### src/rtl/spi_flash_reader_if.sv
// Request/response bus between the memory fabric and the SPI flash reader.
// master drives requests; slave is the controller side.
interface spi_flash_reader_if;
  logic        req_valid;
  logic        req_ready;
  logic [23:0] req_addr;
  logic        rsp_valid;
  logic [31:0] rsp_data;

  modport master (
    output req_valid,
    output req_addr,
    input  req_ready,
    input  rsp_valid,
    input  rsp_data
  );

  modport slave (
    input  req_valid,
    input  req_addr,
    output req_ready,
    output rsp_valid,
    output rsp_data
  );
endinterface

### src/rtl/spi_flash_reader.sv
// Read-only SPI NOR flash controller: one 32-bit little-endian word per request.
// Define SPI_FLASH_DUAL_READ_EN for dual-output read (0x3B, 8 dummy clocks, 2 bits/clock).
module spi_flash_reader #(
  parameter int CLK_DIV = 1,
  parameter int CS_HIGH = 4
) (
  input  logic              clk,
  input  logic              reset_n,
  spi_flash_reader_if.slave bus,
  output logic              flash_clk,
  output logic              flash_csn,
  output logic              flash_io0_en,
  output logic              flash_io0_out,
  input  logic              flash_io0_in,
  output logic              flash_io1_en,
  output logic              flash_io1_out,
  input  logic              flash_io1_in
);

  localparam logic [7:0] DIV_LAST  = 8'(CLK_DIV - 1);
  localparam logic [3:0] CS_LAST   = 4'(CS_HIGH - 1);
  localparam logic [5:0] CMD_LAST  = 6'd7;
  localparam logic [5:0] ADDR_LAST = 6'd31;

`ifdef SPI_FLASH_DUAL_READ_EN
  localparam logic [7:0] CMD_BYTE   = 8'h3B;
  localparam logic [5:0] DUMMY_LAST = 6'd39;
  localparam logic [5:0] DATA_LAST  = 6'd55;

  typedef enum logic [2:0] {
    S_IDLE, S_CMD, S_ADDR, S_DUMMY, S_DATA, S_DONE, S_CS_WAIT
  } state_t;
`else
  localparam logic [7:0] CMD_BYTE  = 8'h03;
  localparam logic [5:0] DATA_LAST = 6'd63;

  typedef enum logic [2:0] {
    S_IDLE, S_CMD, S_ADDR, S_DATA, S_DONE, S_CS_WAIT
  } state_t;
`endif

  state_t      state_q, state_d;
  logic [7:0]  div_q, div_d;
  logic        sclk_q, sclk_d;
  logic        csn_q, csn_d;
  logic        en_q, en_d;
  logic        mosi_q, mosi_d;
  logic [31:0] tx_q, tx_d;
  logic [31:0] rx_q, rx_d;
  logic [5:0]  idx_q, idx_d;
  logic [3:0]  cs_cnt_q, cs_cnt_d;
  logic        ready_q, ready_d;
  logic        rsp_valid_q, rsp_valid_d;
  logic [31:0] rsp_data_q, rsp_data_d;

  logic        busy_s;
  logic        tick_s;
  logic        bit_end_s;
  logic [31:0] rx_shift_s;

  function automatic logic [31:0] swap_bytes(input logic [31:0] w);
    return {w[7:0], w[15:8], w[23:16], w[31:24]};
  endfunction

  assign tick_s    = (div_q == DIV_LAST);
  assign bit_end_s = tick_s && sclk_q;

`ifdef SPI_FLASH_DUAL_READ_EN
  assign busy_s     = (state_q == S_CMD) || (state_q == S_ADDR) ||
                      (state_q == S_DUMMY) || (state_q == S_DATA);
  assign rx_shift_s = {rx_q[29:0], flash_io1_in, flash_io0_in};
`else
  logic unused_io0_s;
  assign unused_io0_s = flash_io0_in;
  assign busy_s       = (state_q == S_CMD) || (state_q == S_ADDR) || (state_q == S_DATA);
  assign rx_shift_s   = {rx_q[30:0], flash_io1_in};
`endif

  // Next-state and next-output logic; every pin is registered from here.
  always_comb begin
    state_d     = state_q;
    div_d       = div_q;
    sclk_d      = sclk_q;
    csn_d       = csn_q;
    en_d        = en_q;
    mosi_d      = mosi_q;
    tx_d        = tx_q;
    rx_d        = rx_q;
    idx_d       = idx_q;
    cs_cnt_d    = cs_cnt_q;
    ready_d     = 1'b0;
    rsp_valid_d = 1'b0;
    rsp_data_d  = rsp_data_q;

    if (busy_s) begin
      if (tick_s) begin
        div_d  = 8'd0;
        sclk_d = ~sclk_q;
      end else begin
        div_d  = div_q + 8'd1;
      end
    end else begin
      div_d = div_q;
    end

    case (state_q)
      S_IDLE: begin
        if (bus.req_valid && ready_q) begin
          state_d = S_CMD;
          csn_d   = 1'b0;
          en_d    = 1'b1;
          sclk_d  = 1'b0;
          div_d   = 8'd0;
          idx_d   = 6'd0;
          mosi_d  = CMD_BYTE[7];
          tx_d    = {CMD_BYTE[6:0], bus.req_addr, 1'b0};
        end else begin
          ready_d = 1'b1;
        end
      end
      S_CMD: begin
        if (bit_end_s) begin
          idx_d  = idx_q + 6'd1;
          mosi_d = tx_q[31];
          tx_d   = {tx_q[30:0], 1'b0};
          if (idx_q == CMD_LAST) begin
            state_d = S_ADDR;
          end else begin
            state_d = S_CMD;
          end
        end else begin
          state_d = S_CMD;
        end
      end
      S_ADDR: begin
        if (bit_end_s) begin
          idx_d = idx_q + 6'd1;
          if (idx_q == ADDR_LAST) begin
            // io0 is released as the first post-address low phase begins.
            en_d   = 1'b0;
            mosi_d = 1'b0;
`ifdef SPI_FLASH_DUAL_READ_EN
            state_d = S_DUMMY;
`else
            state_d = S_DATA;
`endif
          end else begin
            mosi_d = tx_q[31];
            tx_d   = {tx_q[30:0], 1'b0};
          end
        end else begin
          state_d = S_ADDR;
        end
      end
`ifdef SPI_FLASH_DUAL_READ_EN
      S_DUMMY: begin
        if (bit_end_s) begin
          idx_d = idx_q + 6'd1;
          if (idx_q == DUMMY_LAST) begin
            state_d = S_DATA;
          end else begin
            state_d = S_DUMMY;
          end
        end else begin
          state_d = S_DUMMY;
        end
      end
`endif
      S_DATA: begin
        if (bit_end_s) begin
          idx_d = idx_q + 6'd1;
          rx_d  = rx_shift_s;
          if (idx_q == DATA_LAST) begin
            state_d = S_DONE;
            csn_d   = 1'b1;
            sclk_d  = 1'b0;
          end else begin
            state_d = S_DATA;
          end
        end else begin
          state_d = S_DATA;
        end
      end
      S_DONE: begin
        rsp_valid_d = 1'b1;
        rsp_data_d  = swap_bytes(rx_q);
        cs_cnt_d    = 4'd0;
        state_d     = S_CS_WAIT;
      end
      S_CS_WAIT: begin
        if (cs_cnt_q == CS_LAST) begin
          cs_cnt_d = 4'd0;
          ready_d  = 1'b1;
          state_d  = S_IDLE;
        end else begin
          cs_cnt_d = cs_cnt_q + 4'd1;
          state_d  = S_CS_WAIT;
        end
      end
      default: begin
        state_d  = S_CS_WAIT;
        csn_d    = 1'b1;
        sclk_d   = 1'b0;
        en_d     = 1'b0;
        mosi_d   = 1'b0;
        cs_cnt_d = 4'd0;
      end
    endcase
  end

  // State and output registers; reset releases the flash bus immediately.
  always_ff @(posedge clk or negedge reset_n) begin
    if (!reset_n) begin
      state_q     <= S_CS_WAIT;
      div_q       <= 8'd0;
      sclk_q      <= 1'b0;
      csn_q       <= 1'b1;
      en_q        <= 1'b0;
      mosi_q      <= 1'b0;
      tx_q        <= 32'd0;
      rx_q        <= 32'd0;
      idx_q       <= 6'd0;
      cs_cnt_q    <= 4'd0;
      ready_q     <= 1'b0;
      rsp_valid_q <= 1'b0;
      rsp_data_q  <= 32'd0;
    end else begin
      state_q     <= state_d;
      div_q       <= div_d;
      sclk_q      <= sclk_d;
      csn_q       <= csn_d;
      en_q        <= en_d;
      mosi_q      <= mosi_d;
      tx_q        <= tx_d;
      rx_q        <= rx_d;
      idx_q       <= idx_d;
      cs_cnt_q    <= cs_cnt_d;
      ready_q     <= ready_d;
      rsp_valid_q <= rsp_valid_d;
      rsp_data_q  <= rsp_data_d;
    end
  end

  assign bus.req_ready = ready_q;
  assign bus.rsp_valid = rsp_valid_q;
  assign bus.rsp_data  = rsp_data_q;
  assign flash_clk     = sclk_q;
  assign flash_csn     = csn_q;
  assign flash_io0_en  = en_q;
  assign flash_io0_out = mosi_q;
  assign flash_io1_en  = 1'b0;
  assign flash_io1_out = 1'b0;

endmodule
### src/flat_wrapper.sv
// flat-port wrapper written by rule: the top's interface ports become plain ports
module spi_flash_reader_flat 
#(
  parameter int CLK_DIV = 1,
  parameter int CS_HIGH = 4
)
  (clk, reset_n, flash_clk, flash_csn, flash_io0_en, flash_io0_out, flash_io0_in, flash_io1_en, flash_io1_out, flash_io1_in, bus_req_valid, bus_req_addr, bus_req_ready, bus_rsp_valid, bus_rsp_data);
  spi_flash_reader_if bus_i ();
  input  logic clk;
  input  logic reset_n;
  output logic flash_clk;
  output logic flash_csn;
  output logic flash_io0_en;
  output logic flash_io0_out;
  input  logic flash_io0_in;
  output logic flash_io1_en;
  output logic flash_io1_out;
  input  logic flash_io1_in;
  input wire logic [$bits(bus_i.req_valid)-1:0] bus_req_valid;
  input wire logic [$bits(bus_i.req_addr)-1:0] bus_req_addr;
  output wire logic [$bits(bus_i.req_ready)-1:0] bus_req_ready;
  output wire logic [$bits(bus_i.rsp_valid)-1:0] bus_rsp_valid;
  output wire logic [$bits(bus_i.rsp_data)-1:0] bus_rsp_data;
  assign bus_i.req_valid = bus_req_valid;
  assign bus_i.req_addr = bus_req_addr;
  assign bus_req_ready = bus_i.req_ready;
  assign bus_rsp_valid = bus_i.rsp_valid;
  assign bus_rsp_data = bus_i.rsp_data;
  spi_flash_reader #(.CLK_DIV(CLK_DIV), .CS_HIGH(CS_HIGH)) u_core (.clk(clk), .reset_n(reset_n), .bus(bus_i), .flash_clk(flash_clk), .flash_csn(flash_csn), .flash_io0_en(flash_io0_en), .flash_io0_out(flash_io0_out), .flash_io0_in(flash_io0_in), .flash_io1_en(flash_io1_en), .flash_io1_out(flash_io1_out), .flash_io1_in(flash_io1_in));
endmodule
### config.mk
export PLATFORM = sky130hd
export DESIGN_NAME = spi_flash_reader_flat
export DESIGN_NICKNAME = d
export VERILOG_FILES = /design/src/rtl/spi_flash_reader_if.sv /design/src/rtl/spi_flash_reader.sv /design/src/flat_wrapper.sv
export SDC_FILE = /design/constraint.sdc
export NUM_CORES = 1
export LEC_CHECK = 0
export ABC_CLOCK_PERIOD_IN_PS = 2300
export BUFFER_PORTS_ARGS = -buffer_cell sky130_fd_sc_hd__buf_2
export CORE_ASPECT_RATIO = 0.6
export CORE_MARGIN = 1
export CORE_UTILIZATION = 52
export CTS_CLUSTER_DIAMETER = 80
export DETAILED_ROUTE_END_ITERATION = 6
export PLACE_DENSITY = 0.76
export SLEW_MARGIN = 10
export SYNTH_ARGS = -nofsm -noshare
export SYNTH_HDL_FRONTEND = slang
export SYNTH_SLANG_ARGS = --single-unit
### constraint.sdc
create_clock -name clk -period 2.3 [get_ports clk]
set_input_delay 0.345 -clock clk [delete_from_list [all_inputs] [get_ports clk]]
set_output_delay 0.345 -clock clk [all_outputs]
set_load 0.02 [all_outputs]
Word-level counts from Yosys, hierarchy flattened:

Cells that the tools add are included.

* add/subtract/negate cells: 3
* $mul: 0
* div/mod/pow operators: 0
* order comparisons: 0
* equal/unequal tests: 18
* shift-type cells: 0
* muxes and demuxes: 45
* bitwise logic cells: 4
* reductions and logical operators: 20

Operators with widths (number)
* $mux W32: 4
* $pmux W32 S3: 1
* $mux W8: 4
* $mux W3: 6
* $mux W1: 17
* $pmux W3 S5: 1
* $mux W6: 2
* $pmux W6 S2: 1
* $reduce_and A4 Y1: 3
* $reduce_or A4 Y1: 3
* $ne A2 B1 Y1 const B: 5
* $pmux W1 S3: 3
* $add A8 B1 Y8 const B: 1
* $logic_not A8 Y1: 1
* $pmux W4 S2: 1
* $add A6 B1 Y6 const B: 1
* $eq A3 B2 Y1 const B: 2
* $eq A3 B3 Y1 const B: 2
* $eq A6 B3 Y1 const B: 1
* $eq A6 B5 Y1 const B: 1
* $eq A6 B6 Y1 const B: 1
* $ne A2 B2 Y1 const B: 3
* $reduce_or A3 Y1: 2
* $reduce_and A5 Y1: 1
* other kinds (16): 23

* register bits: 123
* bits in latches: 0
* RAM bits: 0
* ROM bits: 0
* input port bits: 29
* output and inout port bits: 40
* word-level logic and storage cells: 103
* memories kept: 0

Longest topological paths before layout:

Gate-level depths: netlist (run 1).

* depth after elaboration: 7
* mapped depth: 10
* mapped depth without buffers: 8

Worst setup path after synthesis (run 1):

No wires, ideal clock.

* path kind: flip-flop to flip-flop
* from: register u_core.div_q[5]
* to: register u_core.tx_q[22]
* setup time: 0.125 ns
* data arrival time: 2.165 ns
* data required time: 2.175 ns
* setup slack: 0.010 ns
* cell stages (with the launch flop): 10
* path buffers: 2
* period minus slack after synthesis: 2.290 ns
* cell sequence: dfrtp_1 nor4_1 and3_1 ha_1 buf_6 nand2b_1 or3_4 o2bb2ai_4 buf_6 mux2_4

* cells in the longest elaborated chain, start to end: 4
* elaborated cells on any way between the ends: 5
* those cells by class: 2 x eq/ne; 3 x reduce/logical

Ends and longest elaborated chain
* start: declaration: line spi_flash_reader.sv:43 `logic [7:0] div_q, div_d;`
* start signal: assignment: line spi_flash_reader.sv:229 `div_q <= div_d;`
* $logic_not A8 Y1 *: line spi_flash_reader.sv:65 `assign tick_s = (div_q == DIV_LAST);`
* $logic_and A1 B1 Y1 *: line spi_flash_reader.sv:66 `assign bit_end_s = tick_s && sclk_q;`
* $ne A2 B1 Y1 (no source line)
* $reduce_and A5 Y1 (no source line) *
* end signal: assignment: line spi_flash_reader.sv:234 `tx_q <= tx_d;`
* end: declaration: line spi_flash_reader.sv:48 `logic [31:0] tx_q, tx_d;`

Mark *: on every way between the ends. The rest lies on a longest branch, timed or not.
A chain may end at the register's enable or synchronous reset.

Final worst setup path (run 1):

* from: register u_core.div_q[7]
* to: register u_core.tx_q[6]

Same word-level chain as after synthesis.

==> flow_summary_export.csv, run 1 <==
group,metric,value,unit
pwr,power_frac_seq,45.0,%
pwr,swShare,22.5,%
floorplanning,core,10100,sq um
hold_path,hold_class,"in2reg",
sta,final-setup-viol-count,22,
yosys,synth-simple-area-share,7.43,%
cts,cts.clk_slew.worst_paths,0.06,ns
pwr,power_switching,0.00108,W
worst_setup_path,rrSetupSlack,-0.06,ns
final_layout,multiInputGateArea,2320,sq um
floorplanning,start_util,54.9,%
yosys,yosys_warnings,0,
global_route,track_usage,20.9,%
final_layout,fillers,711,
sta,holdWs,0.168,ns
sta,worst_pin_slew,0.609,ns
pwr,comb_power_share,1.8,%
sta,rsz0062_at_grt,"yes",
global_route,antenna_found_initial,0,
worst_setup_path,end_kind,"flip-flop",
pwr,power.density,703,nW/um^2
yosys,synthCells,405,
final_layout,layout_commonest_cell,"dfrtp_1",
placed_design,place_area,6040,sq um
cts,cts.sinks,122,
cts,cts_tree,"built",
sta,fmax,0.424,GHz
final_layout,final_cell_mix,"dfrtp_1, mux2_2, buf_2",
status,violations,"negative setup slack",
yosys,yosysUniqueCellTypes,52,
sta,relSlewSlack,58.9,%
placed_design,io_buffers,65,
cts,insertion_delay,0.41,ns
floorplanning,fp.dieH,82.1,um
placed_design,routabilityCongestion,0.873,
sta,timing.final.crit_share,103,%
yosys,synth_top_family_by_area,"multiplexers",
floorplanning,die_w,135,um
yosys,synth-main-ff-cell,"dfrtp_1",
sta,setup_tns,-0.867,ns
global_route,grt_pass1_wl,17400,um
route,drtPass1Iterations,4,
route,drt-initial-drc-count,164,
sta,slew_violations,0,
pwr,power.internal,0.00372,W
pwr,vdd_ir_drop_max,597,uV
final_layout,fin_nets,530,
yosys,synth-seq-cells,122,
route,viasPerCell,5.38,
floorplanning,rows,28,
worst_setup_path,required,2.59,ns
yosys,synth_edf_count,0,
cts,htree_levels,4,
route,wire_per_inst,16.9,um
flow_run,maxCapViolations,0,
yosys,postSynth.asyncResetShare,100,%
yosys,synth-seq-area-share,55.0,%
global_route,gr-total-overflow,0,
worst_setup_path,crit_type,"reg2reg",
final_layout,final_util,67.5,%
worst_setup_path,crit_fanout,8,
route,ant_nets,0,
yosys,avgSynthCellArea,13.7,sq um
final_layout,area_delta_synth_final,22.9,%
worst_setup_path,start_kind,"flip-flop",
global_route,grt_start_max_net_pins,67,
yosys,synth.cell_area,5560,sq um
sta,hold_viol,0,
route,drc,0,
worst_setup_path,crit_arrival,2.65,ns
floorplanning,pin_count,69,
global_route,grt_pass1_vias,3442,
pwr,p_leak,3.46,nW
final_layout,fin_area,6830,sq um
floorplanning,dieArea,11100,sq um
route,num_vias,3466,
cts,clock_path_buffers,2,
status,status,"finished, violations left",
yosys,yosys.area_share.adder,1.13,%
sta,fin_skew,0.00920,ns
placed_design,dpl.hpwl,6670,um
route,routed_wl,10900,um
final_layout,n_antenna_cell,0,
yosys,synth.mux.area_fraction,25.5,%
final_layout,regArea,3060,sq um
sta,layout_min_cycle_time,2.36,ns
sta,worst_slack,-0.0605,ns
cts,cts_made_buffers,17,
final_layout,drive_above_1_share,49.5,%
yosys,synth_compound_area_share,4.59,%
cts,root_buffer,"clkbuf_16",
pwr,finalPower,0.00480,W
yosys,synthXorXnorAreaFrac,1.58,%
pwr,power.share.clock,53.2,%
metrics by stage:
| step | cells | worst slack (ns) |
|---|---|---|
| 2_1_floorplan | 406 | 0.0100 |
| 3_3_place_gp | 601 | -0.00859 |
| 3_5_place_dp | 601 | -0.0995 |
| 4_1_cts | 641 | -0.0851 |
| 5_1_grt | 644 | -0.126 |
| 6_report | 644 | -0.0605 |
power by group through the flow:
stage                     logic (W)  registers (W)  clock network (W)
after floorplan           0.0000168        0.00220                  0
after global placement    0.0000866        0.00220                  0
after detailed placement  0.0000899        0.00220                  0
after CTS                 0.0000916        0.00216            0.00258
after global routing       0.000101        0.00216            0.00268
final                     0.0000885        0.00216            0.00255
cells in the mapped netlist, types with 3 or more instances:
master    instances  area (sq um)
dfrtp_1         119          2980
mux2_2           98          1100
nand2_1          24          90.1
nor2_1           20          75.1
mux2_4           16           240
buf_6            14           158
inv_1            10          37.5
a21oi_1           9          45.0
nand3_1           7          35.0
buf_4             6          45.0
mux2i_1           6          60.1
xor2_1            6          52.6
ha_1              5          62.6
and3_1            4          25.0
o21ai_0           4          20.0
xnor2_1           4          35.0
dfstp_2           3          78.8
nand2b_1          3          18.8
nand4_1           3          18.8
o31ai_1           3          22.5
or3_1             3          18.8
cell type report:
cell class | count | area share (%)
clock buffers | 18 | 6.43
clock inverters | 14 | 2.03
inverters | 11 | 0.604
multi-input cells | 250 | 33.9
flip-flops and latches | 122 | 44.7
well taps | 135 | 2.47
repair buffers | 94 | 9.83
worst paths after layout:
kind | from | to | cells past startpoint
max | u_core.div_q[7]$_DFF_PN0_ | u_core.tx_q[6]$_DFFE_PN0P_ | 9
min | flash_io1_in | u_core.rx_q[0]$_DFFE_PN0P_ | 2
max reg2reg | u_core.div_q[7]$_DFF_PN0_ | u_core.tx_q[6]$_DFFE_PN0P_ | 9
min reg2reg | u_core.flash_csn$_DFFE_PN1P_ | u_core.flash_csn$_DFFE_PN1P_ | 2
max in group asynchronous | reset_n | u_core.tx_q[31]$_DFFE_PN0P_ | 3
min in group asynchronous | reset_n | u_core.bus.rsp_data[10]$_DFFE_PN0P_ | 2
per-layer routing:
layer  up-vias  global-route usage (%)  wire [um]
met5         -                       0          0
met4         0                    6.29         69
met3         6                    6.84        424
met2        73                    32.5       5000
met1      1783                    28.3       5400
li1       1604                       -          -
worst max-delay path, cell delays in order (launching register included):
cell and delay, ns:
dfrtp_1 0.38, nor4_1 0.26, and3_1 0.22, ha_2 0.19, nand2b_1 0.07, or3_4 0.34, o2bb2ai_4 0.17, buf_12 0.15
buf_12 0.15, mux2_4 0.31
state kept, by name, indices dropped and copies added (netlist names):
signal,cells
u_core.flash_csn,1
u_core.flash_io0_en,1
u_core.bus.rsp_data,32
u_core.rx_q,32
u_core.flash_io0_out,1
u_core.tx_q,31
u_core.bus.rsp_valid,1
u_core.idx_q,6
u_core.flash_clk,1
u_core.bus.req_ready,1
u_core.div_q,8
u_core.state_q,3
u_core.cs_cnt_q,4
kinds of logic (layout without fill, tap and decap cells):
group                    Yosys count  after routing
flip-flops                       122            122
multiplexers                     121            121
AND/OR/NAND/NOR                   79             79
buffers and inverters             34            137
AO/OA/AOI/OAI                     33             33
XOR/XNOR                          10             10
adder cells (fa/ha/maj)            5              5
other                              1              2
timing repair:
| item | in CTS | in global routing |
|---|---|---|
| gates cloned | 2 | 1 |
| gates resized for setup | 11 | 13 |
| pin swaps | 3 | 3 |
| setup buffers | 5 | 3 |
| endpoints found under the setup margin | 29 | 30 |
| hold buffers | 1 | 0 |
| hold endpoints to repair | 17 | 0 |
Note: power is estimated with default switching activity, not from simulation.
==> run 2, diff against run 1 <==
--- a/config.mk
+++ b/config.mk
@@ -9,10 +9,11 @@
 export BUFFER_PORTS_ARGS = -buffer_cell sky130_fd_sc_hd__buf_2
 export CORE_ASPECT_RATIO = 0.6
 export CORE_MARGIN = 1
-export CORE_UTILIZATION = 52
+export CORE_UTILIZATION = 54
+export CTS_BUF_LIST = sky130_fd_sc_hd__clkbuf_2 sky130_fd_sc_hd__clkbuf_4 sky130_fd_sc_hd__clkbuf_8
 export CTS_CLUSTER_DIAMETER = 80
 export DETAILED_ROUTE_END_ITERATION = 6
-export PLACE_DENSITY = 0.76
+export PLACE_DENSITY = 0.78
 export SLEW_MARGIN = 10
 export SYNTH_ARGS = -nofsm -noshare
 export SYNTH_HDL_FRONTEND = slang
==> run 2 against run 1 <==
Compared with the run above:
- largest power group is now registers
- via count fell by 0.29%
- count of clock-buffer cells in the layout rose by 5
- the run still ends with negative setup slack left
- register-to-register slack got worse by 0.03 ns
==> flow_summary_export.csv, run 2 (synthesis gave the netlist of run 1 again) <==
group,metric,value,unit
final_layout,drive_above_1_share,50.0,%
final_layout,final_util,66.5,%
global_route,gr-total-overflow,0,
floorplanning,core,9910,sq um
pwr,power.internal,0.00318,W
floorplanning,die_w,133,um
sta,fmax,0.418,GHz
worst_setup_path,crit_slowest_cell,"dfrtp_1",
cts,insertion_delay,0.43,ns
route,drt-initial-drc-count,201,
route,ant_nets,0,
sta,worst_slack,-0.0898,ns
placed_design,dpl.hpwl,6920,um
final_layout,regArea,3060,sq um
worst_setup_path,setup.worst_path.end,"u_core.tx_q[14]$_DFFE_PN0P_",
worst_setup_path,crit_cells,8,
final_layout,area_delta_synth_final,18.5,%
cts,htree_levels,4,
worst_setup_path,critical_path.n_buffers_inverters,1,
global_route,grt_start_max_net_pins,67,
sta,hold_viol,0,
worst_setup_path,required,2.61,ns
worst_setup_path,cp_slowest_stage_delay,0.39,ns
floorplanning,dieArea,10700,sq um
worst_setup_path,crit_fanout,14,
status,violations,"negative setup slack",
sta,holdWs,0.156,ns
worst_setup_path,rrSetupSlack,-0.09,ns
floorplanning,rows,28,
worst_setup_path,timing.rr.start,"u_core.div_q[4]$_DFF_PN0_",
worst_setup_path,crit_type,"reg2reg",
cts,cts_made_buffers,17,
floorplanning,start_util,56.1,%
route,routed_wl,10900,um
final_layout,final_cells,643,
pwr,power_switching,0.000925,W
sta,rsz0062_at_grt,"yes",
worst_setup_path,path_cells,"nor4_2 -> and3_1 -> ha_1 -> nand2b_1 -> or3_4 -> o2bb2ai_4 -> clkbuf_16 -> mux2_2",
final_layout,multiInputGateArea,2260,sq um
route,drc,0,
cts,cts.sinks,122,
final_layout,n_antenna_cell,0,
cts,cts_tree,"built",
final_layout,final_cell_mix,"dfrtp_1, mux2_2, buf_2",
cts,root_buffer,"clkbuf_8",
sta,fin_skew,0.0174,ns
cts,cts.clk_slew.worst_paths,0.07,ns
worst_setup_path,end_kind,"flip-flop",
worst_setup_path,cp-startpoint,"u_core.div_q[4]$_DFF_PN0_",
sta,relSlewSlack,62.8,%
pwr,vdd_ir_drop_max,316,uV
worst_setup_path,r2r-end,"u_core.tx_q[14]$_DFFE_PN0P_",
final_layout,fin_nets,529,
route,num_vias,3456,
worst_setup_path,crit_arrival,2.70,ns
placed_design,routabilityCongestion,0.876,
sta,timing.final.crit_share,104,%
pwr,power.density,623,nW/um^2
global_route,antenna_found_initial,0,
placed_design,io_buffers,65,
sta,final-setup-viol-count,62,
status,status,"finished, violations left",
final_layout,layout_commonest_cell,"dfrtp_1",
global_route,grt_pass1_vias,3350,
worst_setup_path,start_kind,"flip-flop",
final_layout,fillers,724,
sta,worst_pin_slew,0.558,ns
sta,layout_min_cycle_time,2.39,ns
cts,clock_path_buffers,2,
pwr,swShare,22.5,%
global_route,grt_pass1_wl,16800,um
floorplanning,fp.dieH,80.6,um
route,wire_per_inst,16.9,um
route,viasPerCell,5.37,
pwr,p_leak,3.38,nW
floorplanning,pin_count,69,
worst_setup_path,path_delay_family,"simple AND/OR/NAND/NOR gates",
pwr,power_frac_seq,52.5,%
worst_setup_path,ff2ff_path_depth,8,
placed_design,place_inst,603,
global_route,track_usage,20.8,%
pwr,power.share.clock,45.3,%
sta,slew_violations,0,
route,drtPass1Iterations,4,
pwr,finalPower,0.00411,W
flow_run,maxCapViolations,0,
hold_path,hold_class,"in2reg",
pwr,comb_power_share,2.2,%
[run 2: final cells by class]
class                   instances  share of cell area, %
inverters                      11                  0.626
multi-input cells             250                   34.4
well taps                     135                   2.56
repair buffers                 93                   10.1
clock inverters                 9                   1.35
flip-flops and latches        122                   46.4
clock buffers                  23                   4.61
[run 2: metal layers]
layer  vias up  GRT usage (%)  wire, um
met4         0           8.16       146
met2        95           30.9      5000
met1      1743           28.3      5180
met3        17           6.50       530
met5         -              0         0
li1       1601              -         -
[run 2: worst register-to-register path: stages, from the launching register on]
cell and delay, ns:
dfrtp_1 0.39, nor4_2 0.31, and3_1 0.23, ha_1 0.17, nand2b_1 0.09, or3_4 0.34, o2bb2ai_4 0.20, clkbuf_16 0.23
mux2_2 0.34
[run 2: worst min-delay path by stage]
| stage | depth (start not counted) | slack (ns) | endpoint | from |
|---|---|---|---|---|
| final | 2 | 0.16 | u_core.rx_q[0]$_DFFE_PN0P_ | flash_io1_in |
| after global routing | 2 | 0.14 | u_core.rx_q[0]$_DFFE_PN0P_ | flash_io1_in |
| after CTS | 2 | 0.13 | u_core.rx_q[0]$_DFFE_PN0P_ | flash_io1_in |
| after detailed placement | 1 | 0.36 | u_core.bus.rsp_data[10]$_DFFE_PN0P_ | reset_n |
| after global placement | 1 | 0.36 | u_core.bus.rsp_data[10]$_DFFE_PN0P_ | reset_n |
| after floorplan | 0 | 0.05 | u_core.bus.req_ready$_DFF_PN0_ | reset_n |
[run 2: what timing repair did]
item,in CTS,in global routing
hold endpoints to repair,35,0
gates cloned,0,4
endpoints found under the setup margin,18,62
buffers inserted,0,3
pin swaps,0,2
resized for setup,2,5
hold buffers,1,0
[run 2: power groups by stage]
stage | Clock [W] | Sequential, W | Combinational [W]
5_1_grt | 0.00199 | 0.00216 | 0.000105
3_5_place_dp | 0 | 0.00220 | 0.0000918
6_report | 0.00186 | 0.00216 | 0.0000895
3_3_place_gp | 0 | 0.00220 | 0.0000883
4_1_cts | 0.00189 | 0.00216 | 0.0000934
2_1_floorplan | 0 | 0.00220 | 0.0000168
[run 2: per-stage QoR]
| stage | instance area [sq um] | worst slack, ns | setup TNS (ns) |
|---|---|---|---|
| floorplan | 5560 | 0.0100 | 0 |
| global placement | 6050 | 0.0266 | 0 |
| detailed placement | 6050 | -0.0240 | -0.0742 |
| CTS | 6470 | -0.00297 | -0.00709 |
| global route | 6590 | -0.161 | -7.62 |
| finish | 6590 | -0.0898 | -2.23 |
==> run 3, diff against run 2 <==
--- a/config.mk
+++ b/config.mk
@@ -7,12 +7,12 @@
 export LEC_CHECK = 0
 export ABC_CLOCK_PERIOD_IN_PS = 2300
 export BUFFER_PORTS_ARGS = -buffer_cell sky130_fd_sc_hd__buf_2
-export CORE_ASPECT_RATIO = 0.6
 export CORE_MARGIN = 1
 export CORE_UTILIZATION = 54
 export CTS_BUF_LIST = sky130_fd_sc_hd__clkbuf_2 sky130_fd_sc_hd__clkbuf_4 sky130_fd_sc_hd__clkbuf_8
 export CTS_CLUSTER_DIAMETER = 80
 export DETAILED_ROUTE_END_ITERATION = 6
+export MAX_ROUTING_LAYER = met4
 export PLACE_DENSITY = 0.78
 export SLEW_MARGIN = 10
 export SYNTH_ARGS = -nofsm -noshare
==> run 3 against run 2 <==
Compared with the run above:
- critical endpoint is now u_core.tx_q[3]$_DFFE_PN0P_
- largest cell class unchanged
- the run still ends with negative setup slack left
- clock skew decreased by 0.0088 ns
- fmax decreased by 1.6%
- critical path depth unchanged
- cell area increased by 0.97%
==> flow_summary_export.csv, run 3 (synthesis gave the netlist of run 1 again) <==
group,metric,value,unit
cts,cts.clk_slew.worst_paths,0.07,ns
floorplanning,rows,36,
sta,hold_viol,0,
sta,worst_slack,-0.128,ns
sta,final-setup-viol-count,34,
route,ant_nets,0,
sta,relSlewSlack,60.2,%
placed_design,routabilityCongestion,0.916,
final_layout,fin_nets,533,
route,num_vias,3420,
final_layout,drive_above_1_share,50.4,%
worst_setup_path,start_kind,"flip-flop",
route,routed_wl,10300,um
sta,slew_violations,0,
route,drtPass1Iterations,4,
worst_setup_path,rrSetupSlack,-0.13,ns
pwr,p_leak,3.42,nW
cts,htree_levels,4,
sta,fmax,0.412,GHz
sta,worst_pin_slew,0.597,ns
global_route,gr-total-overflow,0,
cts,cts.sinks,122,
pwr,power.share.clock,46.2,%
worst_setup_path,crit_fanout,11,
global_route,grt_pass1_vias,3301,
pwr,power_frac_seq,51.7,%
floorplanning,pin_count,69,
worst_setup_path,crit_type,"reg2reg",
global_route,grt_start_max_net_pins,48,
placed_design,dpl.hpwl,6220,um
final_layout,layout_commonest_cell,"dfrtp_1",
floorplanning,fp.dieH,103,um
sta,holdWs,0.154,ns
cts,cts_made_buffers,17,
global_route,grt_pass1_wl,15800,um
final_layout,n_antenna_cell,0,
route,drc,0,
route,drt-initial-drc-count,123,
pwr,swShare,20.5,%
pwr,power_switching,0.000855,W
hold_path,hold_class,"in2reg",
sta,setup_tns,-2.40,ns
worst_setup_path,crit_arrival,2.74,ns
sta,timing.final.crit_share,106,%
final_layout,final_cell_mix,"dfrtp_1, mux2_2, buf_2",
pwr,comb_power_share,2.1,%
sta,fin_skew,0.00858,ns
cts,root_buffer,"clkbuf_8",
floorplanning,start_util,56.4,%
floorplanning,die_w,103,um
pwr,power.internal,0.00332,W
status,status,"finished, violations left",
status,violations,"negative setup slack",
worst_setup_path,required,2.61,ns
cts,clock_path_buffers,2,
floorplanning,core,9860,sq um
cts,insertion_delay,0.43,ns
pwr,power.density,627,nW/um^2
cts,cts_tree,"built",
sta,rsz0062_at_grt,"yes",
route,wire_per_inst,16.0,um
sta,layout_min_cycle_time,2.43,ns
flow_run,maxCapViolations,0,
global_route,track_usage,20.4,%
placed_design,io_buffers,65,
pwr,vdd_ir_drop_max,480,uV
floorplanning,dieArea,10700,sq um
route,viasPerCell,5.32,
final_layout,area_delta_synth_final,19.7,%
worst_setup_path,end_kind,"flip-flop",
global_route,antenna_found_initial,0,
[run 3: cell types whose count changed in the layout (fill, tap and decap cells not counted), moves of 2 or more]
cell / change
buf_8: +2
mux2_4: +7
clkinvlp_4: -2
buf_4: +3
mux2_2: -7
clkbuf_8: +2
[run 3: repair_timing]
action	4_1_cts	5_1_grt
setup buffers	5	2
pin swaps	3	4
endpoints found under the setup margin	31	64
gates cloned	1	3
gates resized for setup	12	9
hold buffers	1	0
hold endpoints to repair	44	0
[run 3: worst paths after layout]
| path | startpoint | to | cells past startpoint |
|---|---|---|---|
| setup / recovery | u_core.div_q[4]$_DFF_PN0_ | u_core.tx_q[3]$_DFFE_PN0P_ | 8 |
| hold / removal | flash_io1_in | u_core.rx_q[0]$_DFFE_PN0P_ | 2 |
| setup reg to reg | u_core.div_q[4]$_DFF_PN0_ | u_core.tx_q[3]$_DFFE_PN0P_ | 8 |
| hold reg to reg | u_core.flash_csn$_DFFE_PN1P_ | u_core.flash_csn$_DFFE_PN1P_ | 2 |
| max in group asynchronous | reset_n | u_core.flash_csn$_DFFE_PN1P_ | 3 |
| min in group asynchronous | reset_n | u_core.bus.rsp_data[7]$_DFFE_PN0P_ | 2 |
[run 3: metrics by stage]
stage | total power [W] | utilization [%] | cells | instance area, sq um | setup slack [ns]
2_1_floorplan | 0.00222 | - | 406 | 5560 | 0.0100
3_3_place_gp | 0.00228 | 61.5 | 603 | 6070 | -0.0712
3_5_place_dp | 0.00229 | 61.5 | 603 | 6070 | -0.139
4_1_cts | 0.00422 | 66.9 | 640 | 6600 | -0.107
5_1_grt | 0.00433 | 67.5 | 643 | 6660 | -0.230
6_report | 0.00418 | 67.5 | 643 | 6660 | -0.128
[run 3: metal layers]
metal	global-route usage, %	share of wire, %
met1	25.6	45
met2	31.2	50
met3	6.12	4.2
met4	7.91	1.1
met5	-	0
[run 3: layout make-up]
class	instances	area, sq um
sequential	122	3060
clock buffer	24	324
clock inverter	6	86.3
tap	133	166
inverter	11	41.3
fill	698	3210
multi-input combinational	250	2290
timing repair buffer	97	686
[run 3: worst max-delay path: stages, from the launching register on]
cell       delay (ns)
dfrtp_1          0.39
nor4_2           0.30
and3_1           0.24
ha_2             0.21
nand2b_1         0.08
or3_4            0.34
o2bb2ai_4        0.20
buf_8            0.20
mux2_2           0.35
[run 3: power groups by stage]
stage	combinational (W)	sequential, W	clock, W
floorplan	0.0000168	0.00220	0
global placement	0.0000874	0.00220	0
detailed placement	0.0000917	0.00220	0
CTS	0.0000930	0.00216	0.00196
global route	0.000104	0.00216	0.00207
finish	0.0000891	0.00216	0.00193
